### src/rtl/uart_pkg.sv
// Shared UART types and constants for the transmitter and the upcoming receiver.
// No logic of its own; latency not applicable.
// No flow control; pure type/constant definitions.
package uart_pkg;

    localparam int MIN_DATA_BITS = 5;

    typedef enum logic [1:0] {
        PAR_NONE = 2'd0,
        PAR_EVEN = 2'd1,
        PAR_ODD  = 2'd2
    } parity_t;

    typedef enum logic [2:0] {
        ST_IDLE   = 3'd0,
        ST_START  = 3'd1,
        ST_DATA   = 3'd2,
        ST_PARITY = 3'd3,
        ST_STOP   = 3'd4
    } tx_state_t;

    // Register encoding 2'b11 is a second "no parity" code.
    function automatic parity_t decode_parity(input logic [1:0] cfg);
        case (cfg)
            2'b01:   decode_parity = PAR_EVEN;
            2'b10:   decode_parity = PAR_ODD;
            default: decode_parity = PAR_NONE;
        endcase
    endfunction

endpackage

### src/rtl/uart_bit_timer.sv
// Counts baud ticks within one serial bit and flags the last tick of the bit.
// o_bit_end is combinational on the tick of the final count; the counter wraps the same clk.
// No handshake; holds its count while no tick arrives, clear has priority over tick.
module uart_bit_timer #(
    parameter int OVERSAMPLE = 16
) (
    input  logic clk,
    input  logic rst_n,
    input  logic i_clear,
    input  logic i_tick,
    output logic o_bit_end
);

    localparam int            CW      = $clog2(OVERSAMPLE);
    localparam logic [CW-1:0] LP_LAST = CW'(OVERSAMPLE - 1);

    logic [CW-1:0] r_cnt;

    assign o_bit_end = i_tick && !i_clear && (r_cnt == LP_LAST);

    // Tick counter: advances only on a tick, wraps to zero on the bit's last tick.
    always_ff @(posedge clk or negedge rst_n) begin
        if (!rst_n) begin
            r_cnt <= '0;
        end else if (i_clear) begin
            r_cnt <= '0;
        end else if (i_tick) begin
            r_cnt <= o_bit_end ? '0 : r_cnt + 1'b1;
        end
    end

endmodule

### src/rtl/uart_tx_cfg.sv
// Runtime-configurable UART transmitter: 5..MAX_DATA_BITS data, none/even/odd parity, 1/2 stop.
// Start bit drives sout the clk after acceptance; each bit lasts OVERSAMPLE baud ticks.
// Accepts a frame only in IDLE (ready); requests while busy are dropped, not queued.
module uart_tx_cfg
    import uart_pkg::*;
#(
    parameter int OVERSAMPLE    = 16,
    parameter int MAX_DATA_BITS = 8
) (
    input  logic                     clk,
    input  logic                     rst_n,
    input  logic                     sck_rising_edge,
    input  logic                     tx_data_valid,
    output logic                     tx_data_ready,
    input  logic [MAX_DATA_BITS-1:0] tx_data,
    input  logic [3:0]               cfg_data_bits,
    input  logic [1:0]               cfg_parity,
    input  logic                     cfg_stop_bits,
    output logic                     sout,
    output logic                     busy,
    output logic                     tx_done
);

    localparam logic [3:0] LP_MIN_BITS = 4'(MIN_DATA_BITS);
    localparam logic [3:0] LP_MAX_BITS = 4'(MAX_DATA_BITS);

    tx_state_t                r_state;
    tx_state_t                w_state_nxt;
    logic                     r_sout;
    logic                     w_sout_nxt;
    logic                     r_done;
    logic                     w_done_nxt;

    // Per-frame snapshot of payload and configuration.
    logic [MAX_DATA_BITS-1:0] r_shift;
    logic [3:0]               r_bits_left;
    logic                     r_par_en;
    logic                     r_par_bit;
    logic                     r_stop_left;

    logic                     w_accept;
    logic                     w_load;
    logic                     w_shift;
    logic                     w_bits_dec;
    logic                     w_stop_dec;
    logic                     w_bit_end;
    logic                     w_timer_clr;
    logic [3:0]               w_nbits;
    logic [MAX_DATA_BITS-1:0] w_mask;
    logic                     w_par_xor;
    parity_t                  w_parity;

    assign tx_data_ready = (r_state == ST_IDLE);
    assign busy          = !tx_data_ready;
    assign sout          = r_sout;
    assign tx_done       = r_done;
    assign w_accept      = tx_data_valid && tx_data_ready;
    assign w_timer_clr   = (r_state == ST_IDLE);
    assign w_parity      = decode_parity(cfg_parity);

    uart_bit_timer #(
        .OVERSAMPLE (OVERSAMPLE)
    ) u_bit_timer (
        .clk       (clk),
        .rst_n     (rst_n),
        .i_clear   (w_timer_clr),
        .i_tick    (sck_rising_edge),
        .o_bit_end (w_bit_end)
    );

    // Clamp the requested length and compute parity over only the bits that will be sent.
    always_comb begin
        w_nbits = cfg_data_bits;
        w_mask  = '0;
        if (cfg_data_bits < LP_MIN_BITS) begin
            w_nbits = LP_MIN_BITS;
        end else if (cfg_data_bits > LP_MAX_BITS) begin
            w_nbits = LP_MAX_BITS;
        end
        for (int i = 0; i < MAX_DATA_BITS; i++) begin
            w_mask[i] = (i < int'(w_nbits));
        end
        w_par_xor = ^(tx_data & w_mask);
    end

    // Next-state and next-line-value logic; sout is registered from w_sout_nxt.
    always_comb begin
        w_state_nxt = r_state;
        w_sout_nxt  = r_sout;
        w_done_nxt  = 1'b0;
        w_load      = 1'b0;
        w_shift     = 1'b0;
        w_bits_dec  = 1'b0;
        w_stop_dec  = 1'b0;
        case (r_state)
            ST_IDLE: begin
                w_sout_nxt = 1'b1;
                if (w_accept) begin
                    w_state_nxt = ST_START;
                    w_sout_nxt  = 1'b0;
                    w_load      = 1'b1;
                end
            end
            ST_START: begin
                if (w_bit_end) begin
                    w_state_nxt = ST_DATA;
                    w_sout_nxt  = r_shift[0];
                    w_shift     = 1'b1;
                end
            end
            ST_DATA: begin
                if (w_bit_end) begin
                    if (r_bits_left != 4'd0) begin
                        w_sout_nxt = r_shift[0];
                        w_shift    = 1'b1;
                        w_bits_dec = 1'b1;
                    end else if (r_par_en) begin
                        w_state_nxt = ST_PARITY;
                        w_sout_nxt  = r_par_bit;
                    end else begin
                        w_state_nxt = ST_STOP;
                        w_sout_nxt  = 1'b1;
                    end
                end
            end
            ST_PARITY: begin
                if (w_bit_end) begin
                    w_state_nxt = ST_STOP;
                    w_sout_nxt  = 1'b1;
                end
            end
            ST_STOP: begin
                w_sout_nxt = 1'b1;
                if (w_bit_end) begin
                    if (r_stop_left) begin
                        w_stop_dec = 1'b1;
                    end else begin
                        w_state_nxt = ST_IDLE;
                        w_done_nxt  = 1'b1;
                    end
                end
            end
            default: begin
                w_state_nxt = ST_IDLE;
                w_sout_nxt  = 1'b1;
            end
        endcase
    end

    // FSM state, registered line output and done pulse; reset forces the line idle high at once.
    always_ff @(posedge clk or negedge rst_n) begin
        if (!rst_n) begin
            r_state <= ST_IDLE;
            r_sout  <= 1'b1;
            r_done  <= 1'b0;
        end else begin
            r_state <= w_state_nxt;
            r_sout  <= w_sout_nxt;
            r_done  <= w_done_nxt;
        end
    end

    // Snapshot on acceptance, then shift data out LSB first and count remaining bits.
    always_ff @(posedge clk or negedge rst_n) begin
        if (!rst_n) begin
            r_shift     <= '0;
            r_bits_left <= '0;
            r_par_en    <= 1'b0;
            r_par_bit   <= 1'b0;
            r_stop_left <= 1'b0;
        end else if (w_load) begin
            r_shift     <= tx_data;
            r_bits_left <= w_nbits - 4'd1;
            r_par_en    <= (w_parity != PAR_NONE);
            r_par_bit   <= (w_parity == PAR_ODD) ? ~w_par_xor : w_par_xor;
            r_stop_left <= cfg_stop_bits;
        end else begin
            if (w_shift) begin
                r_shift <= r_shift >> 1;
            end
            if (w_bits_dec) begin
                r_bits_left <= r_bits_left - 4'd1;
            end
            if (w_stop_dec) begin
                r_stop_left <= 1'b0;
            end
        end
    end

endmodule

### config.mk
export PLATFORM = sky130hd
export DESIGN_NAME = uart_tx_cfg
export DESIGN_NICKNAME = d
export VERILOG_FILES = /design/src/rtl/uart_pkg.sv /design/src/rtl/uart_bit_timer.sv /design/src/rtl/uart_tx_cfg.sv
export SDC_FILE = /design/constraint.sdc
export NUM_CORES = 1
export LEC_CHECK = 0
export CORE_MARGIN = 4
export CORE_UTILIZATION = 53
export CTS_CLUSTER_SIZE = 14
export DETAILED_ROUTE_END_ITERATION = 7
export PLACE_DENSITY = 0.81
export SLEW_MARGIN = 20
export SYNTH_ARGS = -nofsm -noshare
export SYNTH_HDL_FRONTEND = slang
export SYNTH_HIERARCHICAL = 1
export SYNTH_SLANG_ARGS = --single-unit
### constraint.sdc
create_clock -name clk -period 2.77 [get_ports clk]
set_clock_uncertainty 0.1 [all_clocks]
set_input_delay 0.554 -clock clk [delete_from_list [all_inputs] [get_ports clk]]
set_output_delay 0.554 -clock clk [all_outputs]
set_load 0.02 [all_outputs]
==> impl_metrics.py, run 1 <==
metrics = {
    "global_routing": {
        "grt_pass1_vias": 1139,
        "grt_max_degree": 27,
        "grt_pass1_wl_um": 4781,
        "grt_use_total_pct": 17.45,
        "gr-total-overflow": 0,
        "antenna_found_initial": 0,
    },
    "worst_setup_path": {
        "slowest_delay_ns": 0.55,
        "cp-start-kind": "flip-flop",
        "critPathKind": "flip-flop to output port",
        "r2r_cells": 9,
        "rr_startpoint": "r_state[1]$_DFFE_PN0P_",
        "crit_end": "busy",
        "required_ns": 2.12,
        "crit_slowest_cell": "clkdlybuf4s50_1",
        "ff2ff_setup_slack_ns": 0.35,
        "cp.arrival_ns": 1.78,
        "crit_fanout": 13,
        "crit_start": "r_state[1]$_DFFE_PN0P_",
        "crit_path_end_kind": "output port",
        "path_cells": "or3_1 > clkdlybuf4s50_1",
        "r2r_end": "r_state[0]$_DFFE_PN0P_",
    },
    "placed_design": {
        "gp_congestion": 0.7878,
        "hpwlAfterDp_um": 2203,
        "portBuffers": 22,
        "placed_cells": 208,
    },
    "power": {
        "power_frac_seq_pct": 45.8,
        "pwr-share-comb_pct": 39.7,
        "p_leak_nw": 0.7967,
        "p_int_uw": 811.9,
        "p_switching_uw": 473.0,
        "clkPwrFrac_pct": 14.5,
        "ir_drop_mv": 0.5114,
        "p_sw_share_pct": 36.81,
        "fin_total_pwr_mw": 1.285,
        "power_density_nw_per_um2": 733.0,
    },
    "synth": {
        "async_flop_share_pct": 100.0,
        "ys_seq_elements": 24,
        "yosysSeqAreaShare_pct": 41.29,
        "syn_area_sq_um": 1458,
        "synth_edf_count": 0,
        "syn_area_per_cell_sq_um": 9.226,
        "yosysUniqueCellTypes": 38,
        "syn-num-nets": 183,
        "synth_flop_cell": "dfrtp_1",
        "ys_warn_count": 6,
        "netlist_instances": 158,
    },
    "floorplanning": {
        "initial_core_util_pct": 57.28,
        "fp.dieH_um": 60.45,
        "rows": 18,
        "ios": 23,
        "die_area_sq_um": 3654,
        "core_area_sq_um": 2545,
        "die_w_um": 60.45,
    },
    "finish": {
        "diodes": 0,
        "final_common_cell": "dfrtp_1",
        "seqCellArea_sq_um": 601.8,
        "area_delta_synth_final_pct": 20.26,
        "stdcell_count": 212,
        "layout_common_cells": "23 x dfrtp_1, 21 x clkdlybuf4s50_1, 17 x nor2_1, 15 x nand2_1, 14 x a21oi_1",
        "multi_input_area_sq_um": 772.0,
        "drive_gt1_share_pct": 9.890,
        "n_fill_cell": 218,
        "nets": 208,
    },
    "clock_tree": {
        "clk_latency_ns": 0.31,
        "clock_path_buffers": 2,
        "htreeDepth": 1,
        "cts_setup_buffers": 0,
        "path_clk_slew_ns": 0.13,
        "tritoncts": "done",
        "root_buffer": "clkbuf_4",
        "cts_sinks": 24,
        "cts_made_buffers": 3,
    },
    "timing": {
        "hold_viol": 0,
        "slew_violations": 0,
        "relSlewSlack_pct": 76.06,
        "finalSetupViolCount": 0,
        "rsz0062_at_grt": "no",
        "fin_crit_sh_pct": 87.76,
        "worst_slew_pin_slew_ns": 0.3590,
        "final_period_minus_worst_setup_slack_ns": 2.431,
        "setup_tns_ns": 0,
        "timing.fmax_mhz": 411.4,
    },
    "worst_hold_path": {
        "hp-class": "flip-flop to flip-flop",
    },
    "route": {
        "viasPerCell": 5.415,
        "first_pass_iters": 4,
        "final_antenna_net_count": 0,
        "routed_wl_um": 2806,
        "vias": 1148,
        "drt-initial-drc-count": 34,
        "wire_per_inst_um": 13.24,
        "drcViolationCount": 0,
    },
    "outcome": {
        "status": "finished, final reports clean",
    },
    "flow_run": {
        "cap_viol_max_count": 0,
    },
}
## worst max-delay path: cells and delay by family, from the launching register on
kind | cells | cell delay, ns
flops | 1 | 0.53
buf+inv | 1 | 0.55
simple gates | 1 | 0.38
## logic make-up (layout without fill, tap and decap cells)
family                     Yosys count  count (layout)  share of synthesized area (%)
and+or+nand+nor                     53              53                          17.94
muxes                               13              13                          9.099
xor gates and xnor gates            10              10                          7.897
DFF                                 24              24                          41.29
AOI/OAI and AO/OA                   33              33                          12.88
buffers and inverters               19              43                          5.751
adders and majority gates            6               6                          5.150
## power groups by stage
stage / Sequential (mW) / Combinational [mW] / Clock, mW
global route: 0.611 / 0.570 / 0.207
CTS: 0.587 / 0.519 / 0.191
global placement: 0.585 / 0.494 / 0
floorplan: 0.562 / 0.381 / 0
detailed placement: 0.595 / 0.516 / 0
finish: 0.589 / 0.510 / 0.186
## cell type report
cell class | count | area share (%)
multi-input cells | 115 | 44.04
flip-flops and latches | 24 | 34.33
repair buffers | 27 | 14.85
inverters | 12 | 2.570
well taps | 30 | 2.141
clock buffers | 4 | 2.070
## sequential cells by signal, summed over array words and instances (netlist names)
signal / flops
r_par_bit: 1
r_stop_left: 1
u_bit_timer/r_cnt: 4
r_shift: 8
sout: 1
r_par_en: 1
r_state: 3
tx_done: 1
r_bits_left: 4
## metal layers
metal / vias to the layer above / global-route usage, % / part of all wire [%]
li1: 591 / - / -
met1: 530 / 19.57 / 44
met2: 25 / 32.87 / 50
met3: 2 / 3.617 / 5.4
met4: 0 / 5.573 / 0.43
met5: - / 0 / 0
## stage by stage
stage          instance area, sq um  util (%)  hold slack (ns)  worst slack [ns]
2_1_floorplan                  1458         -           0.1584            0.2741
3_3_place_gp                   1714     67.36           0.3759            0.2067
3_5_place_dp                   1714     67.36           0.3830            0.1251
4_1_cts                        1750     68.78           0.4138           0.07394
5_1_grt                        1753     68.88           0.4637            0.2182
6_report                       1753     68.88           0.4179            0.3390
## repair_timing
item | CTS | global route
setup endpoints to repair | 0 | 1
hold buffers | 0 | 0
gates resized for setup | 0 | 1
## worst min path at each step
| stage | from | endpoint | slack (ns) | depth (start not counted) |
|---|---|---|---|---|
| 6_report | r_par_bit$_DFFE_PN0P_ | r_par_bit$_DFFE_PN0P_ | 0.42 | 2 |
| 4_1_cts | r_par_bit$_DFFE_PN0P_ | r_par_bit$_DFFE_PN0P_ | 0.41 | 2 |
| 2_1_floorplan | rst_n | r_bits_left[0]$_DFFE_PN0P_ | 0.16 | 0 |
| 5_1_grt | r_par_bit$_DFFE_PN0P_ | r_par_bit$_DFFE_PN0P_ | 0.46 | 2 |
| 3_3_place_gp | r_par_bit$_DFFE_PN0P_ | r_par_bit$_DFFE_PN0P_ | 0.38 | 2 |
| 3_5_place_dp | r_par_bit$_DFFE_PN0P_ | r_par_bit$_DFFE_PN0P_ | 0.38 | 2 |
## Yosys cell counts (2+ instances only)
cell type | count | area share (%)
a21oi_1 | 14 | 4.8
a31oi_1 | 3 | 1.3
xor2_1 | 2 | 1.2
nor2_1 | 17 | 4.4
nor2b_1 | 5 | 2.1
mux2i_1 | 11 | 7.6
mux2_2 | 2 | 1.5
dfrtp_1 | 23 | 39
o21ai_0 | 9 | 3.1
ha_1 | 6 | 5.2
or3_1 | 2 | 0.86
nand2_1 | 15 | 3.9
nor4_1 | 2 | 0.86
xnor2_1 | 6 | 3.6
inv_1 | 12 | 3.1
clkbuf_1 | 2 | 0.52
xnor3_1 | 2 | 3.1
nand3_1 | 2 | 0.69
buf_2 | 4 | 1.4
Power figures use the tool's default switching activity.
==> run 2: changes to the inputs <==
--- a/config.mk
+++ b/config.mk
@@ -5,11 +5,12 @@
 export SDC_FILE = /design/constraint.sdc
 export NUM_CORES = 1
 export LEC_CHECK = 0
-export CORE_MARGIN = 4
-export CORE_UTILIZATION = 53
+export CORE_MARGIN = 2
+export CORE_UTILIZATION = 60
 export CTS_CLUSTER_SIZE = 14
 export DETAILED_ROUTE_END_ITERATION = 7
-export PLACE_DENSITY = 0.81
+export DONT_BUFFER_PORTS = 1
+export PLACE_DENSITY = 0.78
 export SLEW_MARGIN = 20
 export SYNTH_ARGS = -nofsm -noshare
 export SYNTH_HDL_FRONTEND = slang
==> impl_metrics.py, run 2 (synthesized netlist as in run 1, its figures left out) <==
metrics = {
    "clock_tree": {
        "clk_latency_ns": 0.31,
        "path_clk_slew_ns": 0.13,
        "cts_resized": 0,
        "cts_made_buffers": 3,
        "root_buffer": "clkbuf_4",
        "cts_setup_buffers": 0,
        "tritoncts": "done",
        "postCtsHoldBufs": 1,
        "cts_sinks": 24,
        "htreeDepth": 1,
        "clock_path_buffers": 2,
    },
    "floorplanning": {
        "die_area_sq_um": 2840,
        "fp.dieH_um": 53.29,
        "core_area_sq_um": 2255,
        "initial_core_util_pct": 64.65,
        "ios": 23,
        "rows": 17,
        "die_w_um": 53.29,
    },
    "placed_design": {
        "portBuffers": 0,
        "gp_congestion": 0.8161,
        "hpwlAfterDp_um": 2064,
    },
    "worst_setup_path": {
        "cp-start-kind": "flip-flop",
        "r2r_cells": 9,
        "crit_fanout": 10,
        "r2r_end": "r_state[0]$_DFFE_PN0P_",
        "required_ns": 2.89,
        "crit_slowest_cell": "or3_1",
        "critPathKind": "flip-flop to flip-flop",
        "ff2ff_setup_slack_ns": 0.23,
        "cp.arrival_ns": 2.66,
        "rr_startpoint": "r_state[2]$_DFFE_PN0P_",
        "crit_path_end_kind": "flip-flop",
        "slowest_delay_ns": 0.53,
        "path_cells": "or3_1 > inv_1 > nor3_1 > buf_4 > nor2b_1 > o31ai_1 > nand3_1 > nand2_1 > mux2_2",
    },
    "timing": {
        "finalSetupViolCount": 0,
        "rsz0062_at_grt": "no",
        "hold_viol": 0,
        "relSlewSlack_pct": 64.11,
        "timing.fmax_mhz": 394.0,
        "slew_violations": 0,
        "setup_tns_ns": 0,
        "final_period_minus_worst_setup_slack_ns": 2.538,
        "fin_crit_sh_pct": 91.63,
        "worst_slew_pin_slew_ns": 0.5383,
    },
    "finish": {
        "nets": 187,
        "reg_top3": "r_shift (8), r_bits_left (4), u_bit_timer/r_cnt (4)",
        "area_delta_synth_final_pct": 5.150,
        "seqCellArea_sq_um": 601.8,
        "largest_reg_flops": 8,
        "multi_input_area_sq_um": 772.0,
        "drive_gt1_share_pct": 11.80,
        "layout_common_cells": "23 x dfrtp_1, 17 x nor2_1, 15 x nand2_1, 14 x a21oi_1, 12 x inv_1",
        "final_common_cell": "dfrtp_1",
        "n_fill_cell": 196,
        "regMostFlops": "r_shift",
        "diodes": 0,
    },
    "power": {
        "power_density_nw_per_um2": 804.1,
        "ir_drop_mv": 0.4083,
        "fin_total_pwr_mw": 1.232,
        "p_leak_nw": 0.7052,
    },
    "route": {
        "wire_per_inst_um": 14.49,
        "first_pass_iters": 4,
        "viasPerCell": 5.762,
        "drcViolationCount": 0,
        "drt-initial-drc-count": 5,
        "routed_wl_um": 2738,
        "final_antenna_net_count": 0,
        "vias": 1089,
    },
    "global_routing": {
        "grt_max_degree": 28,
        "antenna_found_initial": 0,
        "grt_pass1_wl_um": 4692,
        "gr-total-overflow": 0,
        "grt_use_total_pct": 23.43,
        "grt_pass1_vias": 1111,
    },
    "flow_run": {
        "cap_viol_max_count": 0,
    },
    "worst_hold_path": {
        "hp-class": "input pin to asynchronous set/reset pin",
    },
    "outcome": {
        "status": "finished, final reports clean",
    },
}
## run 2: cell count changes in the layout (fill, tap and decap cells not counted)
cell             delta
dlymetal6s2s_1      -1
buf_2               +1
clkdlybuf4s50_1    -21
## run 2: where the power goes
group | internal (mW) | total (mW) | switching [mW]
combinational | 0.202 | 0.448 | 0.245
clock | 0.0803 | 0.186 | 0.106
sequential | 0.483 | 0.598 | 0.115
total | 0.766 | 1.23 | 0.467
## run 2: critical path, delay by kind of cell (launching register included)
kind                   cells  cell delay, ns
flip-flops                 1            0.50
AND/OR/NAND/NOR            5            1.00
AO/OA/AOI/OAI              1            0.22
buffers and inverters      2            0.27
multiplexers               1            0.34
## run 2: worst max-delay path by stage
stage                                 startpoint                endpoint  slack [ns]  depth (start not counted)
after global placement    r_state[2]$_DFFE_PN0P_  r_state[0]$_DFFE_PN0P_        0.40                          9
after floorplan           r_state[1]$_DFFE_PN0P_  r_state[0]$_DFFE_PN0P_        0.27                          9
after global routing      r_state[2]$_DFFE_PN0P_  r_state[0]$_DFFE_PN0P_        0.12                          9
after CTS                 r_state[2]$_DFFE_PN0P_  r_state[0]$_DFFE_PN0P_        0.23                          9
final                     r_state[2]$_DFFE_PN0P_  r_state[0]$_DFFE_PN0P_        0.23                          9
after detailed placement  r_state[2]$_DFFE_PN0P_  r_state[0]$_DFFE_PN0P_        0.24                          9
## run 2: through the flow
stage | utilization (%) | worst slack, ns | hold WS (ns) | instances | instance area, sq um
2_1_floorplan | - | 0.2741 | 0.1584 | 158 | 1458
3_3_place_gp | 66.15 | 0.3990 | 0.1589 | 184 | 1491
3_5_place_dp | 66.15 | 0.2411 | 0.1591 | 184 | 1491
4_1_cts | 68.20 | 0.2308 | 0.2734 | 189 | 1538
5_1_grt | 67.98 | 0.1245 | 0.1178 | 189 | 1533
6_report | 67.98 | 0.2318 | 0.09519 | 189 | 1533
## run 2: area by class of cell
class | instances | area share, %
inverters | 12 | 2.939
flip-flops and latches | 24 | 39.27
repair buffers | 6 | 2.776
well taps | 28 | 2.286
clock buffers | 4 | 2.367
multi-input cells | 115 | 50.37
## run 2: layer usage
layer	global-route usage, %	vias to the layer above	wire length [um]
met1	25.49	522	1188
met5	0	-	0
li1	-	542	-
met3	3.955	4	129
met4	10.68	0	48
met2	43.42	21	1372
==> run 3: changes to the inputs <==
--- a/config.mk
+++ b/config.mk
@@ -7,10 +7,12 @@
 export LEC_CHECK = 0
 export CORE_MARGIN = 2
 export CORE_UTILIZATION = 60
+export CTS_CLUSTER_DIAMETER = 80
 export CTS_CLUSTER_SIZE = 14
 export DETAILED_ROUTE_END_ITERATION = 7
 export DONT_BUFFER_PORTS = 1
 export PLACE_DENSITY = 0.78
+export SETUP_SLACK_MARGIN = 0.2
 export SLEW_MARGIN = 20
 export SYNTH_ARGS = -nofsm -noshare
 export SYNTH_HDL_FRONTEND = slang
==> impl_metrics.py, run 3 (synthesized netlist as in run 1, its figures left out) <==
metrics = {
    "outcome": {
        "status": "finished, final reports clean",
    },
    "global_routing": {
        "grt_pass1_wl_um": 4692,
        "antenna_found_initial": 0,
        "grt_use_total_pct": 23.43,
        "grt_pass1_vias": 1111,
        "grt_max_degree": 28,
        "gr-total-overflow": 0,
    },
    "route": {
        "first_pass_iters": 3,
        "final_antenna_net_count": 0,
        "viasPerCell": 5.735,
        "drt-initial-drc-count": 7,
        "vias": 1084,
        "drcViolationCount": 0,
        "routed_wl_um": 2735,
        "wire_per_inst_um": 14.47,
    },
    "placed_design": {
        "portBuffers": 0,
        "gp_congestion": 0.8161,
        "hpwlAfterDp_um": 2064,
    },
    "clock_tree": {
        "cts_sinks": 24,
        "root_buffer": "clkbuf_4",
        "cts_setup_buffers": 0,
        "cts_made_buffers": 3,
        "tritoncts": "done",
        "clk_latency_ns": 0.31,
        "htreeDepth": 1,
        "clock_path_buffers": 2,
        "path_clk_slew_ns": 0.13,
    },
    "power": {
        "p_switching_uw": 465.5,
        "p_leak_nw": 0.7051,
        "power_frac_seq_pct": 48.3,
        "clkPwrFrac_pct": 15.0,
        "ir_drop_mv": 0.4152,
        "pwr-share-comb_pct": 36.6,
        "p_sw_share_pct": 37.61,
        "p_int_uw": 772.1,
        "power_density_nw_per_um2": 804.8,
        "fin_total_pwr_mw": 1.238,
    },
    "finish": {
        "n_fill_cell": 196,
        "regMostFlops": "r_shift",
        "largest_reg_flops": 8,
        "final_common_cell": "dfrtp_1",
        "post-route-util_pct": 68.20,
        "drive_gt1_share_pct": 12.42,
        "area_delta_synth_final_pct": 5.493,
        "layout_common_cells": "23 x dfrtp_1, 17 x nor2_1, 15 x nand2_1, 14 x a21oi_1, 12 x inv_1",
        "nets": 187,
        "reg_top3": "r_shift (8), r_bits_left (4), u_bit_timer/r_cnt (4)",
        "diodes": 0,
    },
    "timing": {
        "setup_tns_ns": 0,
        "fin_crit_sh_pct": 88.62,
        "final_period_minus_worst_setup_slack_ns": 2.455,
        "timing.fmax_mhz": 407.4,
        "worst_slew_pin_slew_ns": 0.5410,
        "rsz0062_at_grt": "no",
        "hold_viol": 0,
        "finalSetupViolCount": 0,
        "relSlewSlack_pct": 63.93,
        "slew_violations": 0,
    },
    "floorplanning": {
        "die_area_sq_um": 2840,
        "die_w_um": 53.29,
        "core_area_sq_um": 2255,
        "rows": 17,
        "initial_core_util_pct": 64.65,
        "fp.dieH_um": 53.29,
        "ios": 23,
    },
    "worst_setup_path": {
        "cp-start-kind": "flip-flop",
        "critPathKind": "flip-flop to flip-flop",
        "cp.arrival_ns": 2.57,
        "required_ns": 2.89,
        "crit_fanout": 10,
        "crit_path_end_kind": "flip-flop",
        "crit_slowest_cell": "dfrtp_1",
        "path_cells": "or3_4 > inv_1 > nor3_1 > buf_4 > nor2b_1 > o31ai_1 > nand3_1 > nand2_1 > mux2_2",
        "slowest_delay_ns": 0.51,
    },
    "worst_hold_path": {
        "hp-class": "input pin to asynchronous set/reset pin",
    },
    "flow_run": {
        "cap_viol_max_count": 0,
    },
}
==> run 3: cell types whose count changed in the layout (fill, tap and decap cells not counted) <==
cell   before  now
or3_4       0    1
or3_1       2    1
==> run 3: stage by stage <==
stage / area, sq um / setup slack, ns / instances / hold slack [ns]
6_report: 1538 / 0.3152 / 189 / 0.09639
2_1_floorplan: 1458 / 0.2741 / 158 / 0.1584
3_5_place_dp: 1491 / 0.2411 / 184 / 0.1591
3_3_place_gp: 1491 / 0.3990 / 184 / 0.1589
4_1_cts: 1538 / 0.2308 / 189 / 0.2734
5_1_grt: 1538 / 0.2146 / 189 / 0.1178
==> run 3: routing by layer <==
metal	GRT usage, %	up-vias	share of wire, %
met5	0	-	0
met4	10.68	0	1.8
met3	3.955	4	4.6
met2	43.42	21	50
met1	25.49	519	43
li1	-	540	-
==> run 3: worst paths after layout <==
check / startpoint / to / slack, ns / cells past startpoint
setup / recovery: r_state[2]$_DFFE_PN0P_ / r_state[0]$_DFFE_PN0P_ / 0.32 / 9
setup reg to reg: r_state[2]$_DFFE_PN0P_ / r_state[0]$_DFFE_PN0P_ / 0.32 / 9
min in group clk: tx_data[5] / r_shift[5]$_DFFE_PN0P_ / 0.28 / 2
max in group asynchronous: rst_n / sout$_DFFE_PN1P_ / 2.10 / 1
hold reg to reg: r_par_bit$_DFFE_PN0P_ / r_par_bit$_DFFE_PN0P_ / 0.40 / 2
hold / removal: rst_n / tx_done$_DFF_PN0_ / 0.1 / 1
==> run 3: worst max-delay path: cells and delay by family, from the launching register on <==
kind,cells,cell delay [ns]
simple gates,5,0.93
compound gates,1,0.22
mux,1,0.34
buf+inv,2,0.24
flops,1,0.51
==> run 3: area by class of cell <==
class | count | area (sq um) | share of cell area [%]
Timing Repair Buffer | 6 | 42.54 | 2.766
Multi-Input combinational cell | 115 | 777.0 | 50.53
Inverter | 12 | 45.04 | 2.929
Sequential cell | 24 | 601.8 | 39.14
Clock buffer | 4 | 36.28 | 2.360
Tap cell | 28 | 35.03 | 2.278
==> run 3: timing repair <==
| action | in CTS | in global routing |
|---|---|---|
| resized for setup | 0 | 1 |
| endpoints found under the setup margin | 0 | 1 |
| hold buffers | 1 | 0 |
| hold endpoints to repair | 24 | 0 |
==> run 3: power by group through the flow <==
| stage | sequential (mW) | combinational [mW] | clock (mW) |
|---|---|---|---|
| floorplan | 0.562 | 0.381 | 0 |
| finish | 0.598 | 0.453 | 0.186 |
| global placement | 0.595 | 0.418 | 0 |
| detailed placement | 0.603 | 0.446 | 0 |
| global route | 0.617 | 0.518 | 0.206 |
| CTS | 0.595 | 0.454 | 0.191 |
